File: config.mk
export PLATFORM = sky130hd
export DESIGN_NAME = ravenna_timer_multi_flat
export DESIGN_NICKNAME = d
export VERILOG_FILES = /design/src/rtl/ravenna_timer_multi_if.sv /design/src/rtl/ravenna_timer_multi.sv /design/src/flat_wrapper.sv
export SDC_FILE = /design/constraint.sdc
export NUM_CORES = 1
export LEC_CHECK = 0
export CAP_MARGIN = 10
export CORE_UTILIZATION = 61
export DETAILED_ROUTE_END_ITERATION = 8
export HOLD_SLACK_MARGIN = 0.1
export PLACE_DENSITY = 0.82
export SYNTH_ARGS = -nofsm -noshare
export SYNTH_HDL_FRONTEND = slang
export SYNTH_SLANG_ARGS = --single-unit
File: constraint.sdc
create_clock -name clk -period 5.1 [get_ports clk]
set_clock_uncertainty 0.1 [all_clocks]
set_input_delay 0.765 -clock clk [delete_from_list [all_inputs] [get_ports clk]]
set_output_delay 0.765 -clock clk [all_outputs]
set_load 0.05 [all_outputs]
File: src/rtl/ravenna_timer_multi_if.sv
// ravenna_timer_multi_if: register bus between PicoRV32 and the timer block.
// The master drives select/address/data; the slave returns read data and irq.
interface ravenna_timer_multi_if #(
  parameter int CHANNELS = 2
);
  logic [3:0]          reg_sel;
  logic [1:0]          reg_addr;
  logic [3:0]          reg_we;
  logic [31:0]         reg_di;
  logic [31:0]         reg_do;
  logic [CHANNELS-1:0] irq;

  modport master (
    output reg_sel, reg_addr, reg_we, reg_di,
    input  reg_do, irq
  );

  modport slave (
    input  reg_sel, reg_addr, reg_we, reg_di,
    output reg_do, irq
  );
endinterface

File: src/rtl/ravenna_timer_multi.sv
// ravenna_timer_multi: CHANNELS x WIDTH-bit prescaled up/down timers.
// Define TIMER_CHAIN_EN to allow channel i to tick on expiry of channel i-1.
module ravenna_timer_multi #(
  parameter int CHANNELS = 2,
  parameter int WIDTH    = 32
) (
  input logic clk,
  input logic reset,
  ravenna_timer_multi_if.slave bus
);
  typedef logic [WIDTH-1:0] cnt_t;

  logic [CHANNELS-1:0] en_q, en_d, os_q, os_d;
  logic [CHANNELS-1:0] up_q, up_d, ie_q, ie_d;
  logic [CHANNELS-1:0] pend_q, pend_d;
  logic [CHANNELS-1:0] chn, tick, expire;
  logic [7:0]  psc_q  [CHANNELS];
  logic [7:0]  psc_d  [CHANNELS];
  logic [7:0]  pcnt_q [CHANNELS];
  logic [7:0]  pcnt_d [CHANNELS];
  cnt_t        val_q  [CHANNELS];
  cnt_t        val_d  [CHANNELS];
  cnt_t        rld_q  [CHANNELS];
  cnt_t        rld_d  [CHANNELS];
  logic [31:0] cfg_w  [CHANNELS];
  logic [31:0] rdata;

`ifdef TIMER_CHAIN_EN
  logic [CHANNELS-1:0] ch_q, ch_d;
  assign chn = ch_q;
`else
  assign chn = '0;
`endif

  function automatic logic [31:0] merge(
    input logic [31:0] o,
    input logic [31:0] d,
    input logic [3:0]  be
  );
    merge = o;
    for (int b = 0; b < 4; b++)
      if (be[b]) merge[8*b +: 8] = d[8*b +: 8];
  endfunction

  always_comb begin
    for (int i = 0; i < CHANNELS; i++)
      cfg_w[i] = {16'h0, psc_q[i], 3'b0, chn[i],
                  ie_q[i], up_q[i], os_q[i], en_q[i]};
  end

  always_comb begin : next_state
    logic [31:0] nc;
    logic hit, cfg_wr, val_wr, rld_wr, sts_wr;
    logic prev, ptick;
    nc = '0;
    hit = 1'b0;
    cfg_wr = 1'b0;
    val_wr = 1'b0;
    rld_wr = 1'b0;
    sts_wr = 1'b0;
    prev = 1'b0;
    ptick = 1'b0;
    tick = '0;
    expire = '0;
    en_d = en_q;
    os_d = os_q;
    up_d = up_q;
    ie_d = ie_q;
    pend_d = pend_q;
`ifdef TIMER_CHAIN_EN
    ch_d = ch_q;
`endif
    for (int i = 0; i < CHANNELS; i++) begin
      hit = (bus.reg_sel == 4'(i)) && (|bus.reg_we);
      cfg_wr = hit && (bus.reg_addr == 2'd0);
      val_wr = hit && (bus.reg_addr == 2'd1);
      rld_wr = hit && (bus.reg_addr == 2'd2);
      sts_wr = hit && (bus.reg_addr == 2'd3);
      nc = merge(cfg_w[i], bus.reg_di, bus.reg_we);
      // a chained channel ticks on its predecessor's expire, same cycle
      prev = (i == 0) ? 1'b0 : expire[(i == 0) ? 0 : i - 1];
      ptick = (pcnt_q[i] == psc_q[i]);
      tick[i] = en_q[i] && (chn[i] ? prev : ptick);
      expire[i] = tick[i] &&
                  (up_q[i] ? (val_q[i] == rld_q[i])
                           : (val_q[i] == '0));

      pcnt_d[i] = (cfg_wr || !en_q[i] || ptick || chn[i])
                ? 8'd0 : pcnt_q[i] + 8'd1;

      psc_d[i] = psc_q[i];
      if (expire[i] && os_q[i]) en_d[i] = 1'b0;
      if (cfg_wr) begin
        en_d[i]  = nc[0];
        os_d[i]  = nc[1];
        up_d[i]  = nc[2];
        ie_d[i]  = nc[3];
        psc_d[i] = nc[15:8];
`ifdef TIMER_CHAIN_EN
        ch_d[i]  = (i != 0) && nc[4];
`endif
      end

      val_d[i] = val_q[i];
      if (val_wr) begin
        val_d[i] = cnt_t'(merge(32'(val_q[i]),
                                bus.reg_di, bus.reg_we));
      end else if (tick[i]) begin
        if (!expire[i])
          val_d[i] = up_q[i] ? val_q[i] + cnt_t'(1)
                             : val_q[i] - cnt_t'(1);
        else if (!os_q[i])
          val_d[i] = up_q[i] ? '0 : rld_q[i];
      end

      rld_d[i] = rld_wr
               ? cnt_t'(merge(32'(rld_q[i]),
                              bus.reg_di, bus.reg_we))
               : rld_q[i];

      if (expire[i])
        pend_d[i] = 1'b1;
      else if (sts_wr && bus.reg_we[0] && bus.reg_di[0])
        pend_d[i] = 1'b0;
    end
  end

  always_ff @(posedge clk) begin
    if (reset) begin
      en_q   <= '0;
      os_q   <= '0;
      up_q   <= '0;
      ie_q   <= '0;
      pend_q <= '0;
`ifdef TIMER_CHAIN_EN
      ch_q   <= '0;
`endif
      for (int i = 0; i < CHANNELS; i++) begin
        psc_q[i]  <= '0;
        pcnt_q[i] <= '0;
        val_q[i]  <= '0;
        rld_q[i]  <= '0;
      end
    end else begin
      en_q   <= en_d;
      os_q   <= os_d;
      up_q   <= up_d;
      ie_q   <= ie_d;
      pend_q <= pend_d;
`ifdef TIMER_CHAIN_EN
      ch_q   <= ch_d;
`endif
      for (int i = 0; i < CHANNELS; i++) begin
        psc_q[i]  <= psc_d[i];
        pcnt_q[i] <= pcnt_d[i];
        val_q[i]  <= val_d[i];
        rld_q[i]  <= rld_d[i];
      end
    end
  end

  always_comb begin
    rdata = '0;
    for (int i = 0; i < CHANNELS; i++) begin
      if (bus.reg_sel == 4'(i)) begin
        unique case (bus.reg_addr)
          2'd0: rdata = cfg_w[i];
          2'd1: rdata = 32'(val_q[i]);
          2'd2: rdata = 32'(rld_q[i]);
          2'd3: rdata = {31'h0, pend_q[i]};
        endcase
      end
    end
  end

  assign bus.reg_do = rdata;
  assign bus.irq    = pend_q & ie_q;
endmodule

File: src/flat_wrapper.sv
// flat-port wrapper written by rule: the top's interface ports become plain ports
module ravenna_timer_multi_flat 
#(
  parameter int CHANNELS = 2,
  parameter int WIDTH    = 32
)
  (clk, reset, bus_reg_sel, bus_reg_addr, bus_reg_we, bus_reg_di, bus_reg_do, bus_irq);
  ravenna_timer_multi_if #(.CHANNELS(CHANNELS)) bus_i ();
  input logic clk;
  input logic reset;
  input wire logic [$bits(bus_i.reg_sel)-1:0] bus_reg_sel;
  input wire logic [$bits(bus_i.reg_addr)-1:0] bus_reg_addr;
  input wire logic [$bits(bus_i.reg_we)-1:0] bus_reg_we;
  input wire logic [$bits(bus_i.reg_di)-1:0] bus_reg_di;
  output wire logic [$bits(bus_i.reg_do)-1:0] bus_reg_do;
  output wire logic [$bits(bus_i.irq)-1:0] bus_irq;
  assign bus_i.reg_sel = bus_reg_sel;
  assign bus_i.reg_addr = bus_reg_addr;
  assign bus_i.reg_we = bus_reg_we;
  assign bus_i.reg_di = bus_reg_di;
  assign bus_reg_do = bus_i.reg_do;
  assign bus_irq = bus_i.irq;
  ravenna_timer_multi #(.CHANNELS(CHANNELS), .WIDTH(WIDTH)) u_core (.clk(clk), .reset(reset), .bus(bus_i));
endmodule
==> run metrics <==
Yosys warnings 0; power density cells around 220 nW/µm²; port buffer count slightly below 80; status complete, no violations; diode count 0; most used cell, CP a21oi_1; CP Launch Type flop; H-tree depth 4; Slew headroom 0.371; gr usage total 0.397; Final Instance Count excl. Fillers 1,966; RSZ-0062 raised after global routing false; fraction of registers with async set/reset 0; detailed placer's ending HPWL roughly 31,000 µm; first-pass GRT wire length approximately 67,000 µm; # hold bufs at CTS 0; setup violators final 0; Pre-antenna DRT Iters 6; Critical path buffers and inverters 1; #FFs+latches synth 170; CP required between 5 and 6 ns; Core Rows between 50 and 60; layout cells sized above 1 0.0690; Area Growth Syn to Fin 14.3%; global route overflow 0; fmax ~0.24 GHz; Seq pwr share 0.429; Vias/cell around 6.8; crit-path max cell delay roughly 0.61 ns; NetSw about 950 µW; Antenna Nets Post-Route 0; Cell Chain, Critical Path clkinv_1, ha_1, a211oi_1, o211ai_1, a31o_2, a21oi_1, a31oi_1, a21oi_1, mux2_2, a221oi_1, o21ai_1; Period minus WS final around 4.1 ns; clock root buffer clkbuf_16; vias in the first global route 12,158; pre-CTS setup slack a little over 1 ns; VDD IR max between 0.2 and 0.25 mV; most frequent cells in the layout 182 x a21oi_1, 175 x nand2_1, 170 x dfxtp_1, 132 x nor2_1, 109 x xor2_1; DRC viols 0; syn_area_per_cell 7.64 µm²; post-synthesis instance area around 13,000 µm²; Clk Latency, worst-skew pair about 0.44 ns; Post-CTS Setup Inserts 0; critical path's slowest cell dfxtp_1; cells after synthesis 1,657; cell internal pwr 2200 µW; Final nets roughly 1,800; gpl congestion just under 1; EDFF count, synth 0; clock group share of total power 0.399; CP max FO 15; Critical Path AT about 4.4 ns; TNS Setup 0 ns; Fin. Hold Viols 0; max-cap viol count 0; PnR worst setup slack just under 1 ns; initial antenna violation count 0; Core ar. 20,300 µm²; CP Class flop to flop; CTS clk-pin slew, worst paths 0.07 ns; commonest non-fill, non-tap cell in the layout a21oi_1; Min Hold Slack about 0.4 ns; initial DRC count approximately 1,600; top_reg_cell synth dfxtp_1; Starting Density 0.624; TritonCTS clock tree yes; die area ~21,000 µm²; largest net degree at the start of global routing ~80; synth unique cells 69; Sink Count 170; logic gate share of total power 0.172; Syn Nets 1,765; Resized cells post-CTS 0; Die X ~150 µm; total detailed-routing wirelength 42,600 µm; CTS Buffer Depth 2; WL per Instance 21.7 µm; die height between 100 and 150 µm; Slew @ Worst Pin ~0.94 ns; Sw Share 0.301; crit-path leading delay family compound AO/OA/AOI/OAI gates; leak pwr just over 0.006 µW; I/O pin total 78; period utilization 0.809; placed instance count 1,934; worst hold path class flop to flop; Seq/Total Area, Yosys 0.269; cts bufs inserted 17; crit end category flop; Pins Over Slew Limit 0; Vias 13,359
[cells in the mapped netlist, drive strengths merged (6+ instances only)]
master,instances,area [µm²]
a21oi,187,970
nand2,176,663
dfxtp,170,3400
nor2,135,507
xor2,109,955
nand3,104,521
o21ai,96,484
clkbuf,83,312
ha,62,776
mux2i,48,480
a22oi,44,330
nor4,42,284
xnor2,35,307
a21o,32,240
o22ai,32,200
a221oi,27,236
a22o,24,210
nor3,22,110
and3,21,131
buf,17,110
inv,17,63.8
nand4,15,93.8
a31oi,14,87.6
nand2b,14,87.6
a211oi,13,103
o2bb2ai,12,105
o211ai,10,75.1
nor2b,9,56.3
a221o,7,70.1
and2,7,43.8
o21a,7,52.6
o31ai,7,52.6
or3,6,37.5
[power by group through the flow]
stage	combinational [µW]	clock [µW]	sequential, µW
global placement	517	0	1380
finish	541	1260	1350
global route	584	1320	1350
floorplan	368	0	1380
detailed placement	525	0	1380
CTS	528	1260	1350
[sequential cells by signal, summed over array words and instances (netlist names), 16 cells and up]
signal	count
u_core.val_q	64
u_core.pcnt_q	16
u_core.rld_q	64
u_core.psc_q	16
[worst register-to-register path, cell delays in order (launching register included)]
cell	delay (ns)
dfxtp_1	0.61
clkinv_1	0.56
ha_1	0.48
a211oi_1	0.30
o211ai_1	0.21
a31o_2	0.27
a21oi_1	0.29
a31oi_1	0.19
a21oi_1	0.27
mux2_2	0.37
a221oi_1	0.27
o21ai_1	0.11
[kinds of logic after synthesis]
logic type | synth area share
compound gates | 0.275
xor+xnor | 0.0996
fa+ha+maj | 0.0644
buf+inv | 0.0386
flops | 0.269
mux | 0.0424
simple gates | 0.211
[metrics by stage]
| stage | utilization | cell area (µm²) | power, µW |
|---|---|---|---|
| 4_1_cts | 0.713 | 14500 | 3140 |
| 3_5_place_dp | 0.686 | 13900 | 1910 |
| 3_3_place_gp | 0.686 | 13900 | 1900 |
| 2_1_floorplan | - | 12700 | 1740 |
| 5_1_grt | 0.713 | 14500 | 3250 |
| 6_report | 0.713 | 14500 | 3150 |
[metal layers]
metal,vias to the layer above,GRT usage,wire length [µm]
met3,131,0.0663,4250
met2,764,0.613,19000
met1,6270,0.546,17500
met5,-,0,0
met4,0,0.171,1810
li1,6194,-,-
[final cells by class]
| cell class | instances | area (µm²) |
|---|---|---|
| inverters | 18 | 67.6 |
| repair buffers | 107 | 1320 |
| fillers | 1665 | 5820 |
| clock inverters | 14 | 129 |
| flip-flops and latches | 170 | 3400 |
| clock buffers | 18 | 429 |
| well taps | 270 | 338 |
| multi-input cells | 1369 | 8790 |
[path summary, 6_finish.rpt]
| kind | endpoint | slack [ns] | cells past startpoint | from |
|---|---|---|---|---|
| worst max-delay path | u_core.val_q[0][25]$_SDFFE_PP0P_ | 0.97 | 11 | u_core.up_q[0]$_SDFFE_PP0P_ |
| worst min-delay path | u_core.rld_q[0][31]$_SDFFE_PP0P_ | 0.41 | 2 | u_core.rld_q[0][31]$_SDFFE_PP0P_ |
| worst max register to register | u_core.val_q[0][25]$_SDFFE_PP0P_ | 0.97 | 11 | u_core.up_q[0]$_SDFFE_PP0P_ |
| worst min register to register | u_core.rld_q[0][31]$_SDFFE_PP0P_ | 0.41 | 2 | u_core.rld_q[0][31]$_SDFFE_PP0P_ |
Power figures use the tool's default switching activity.
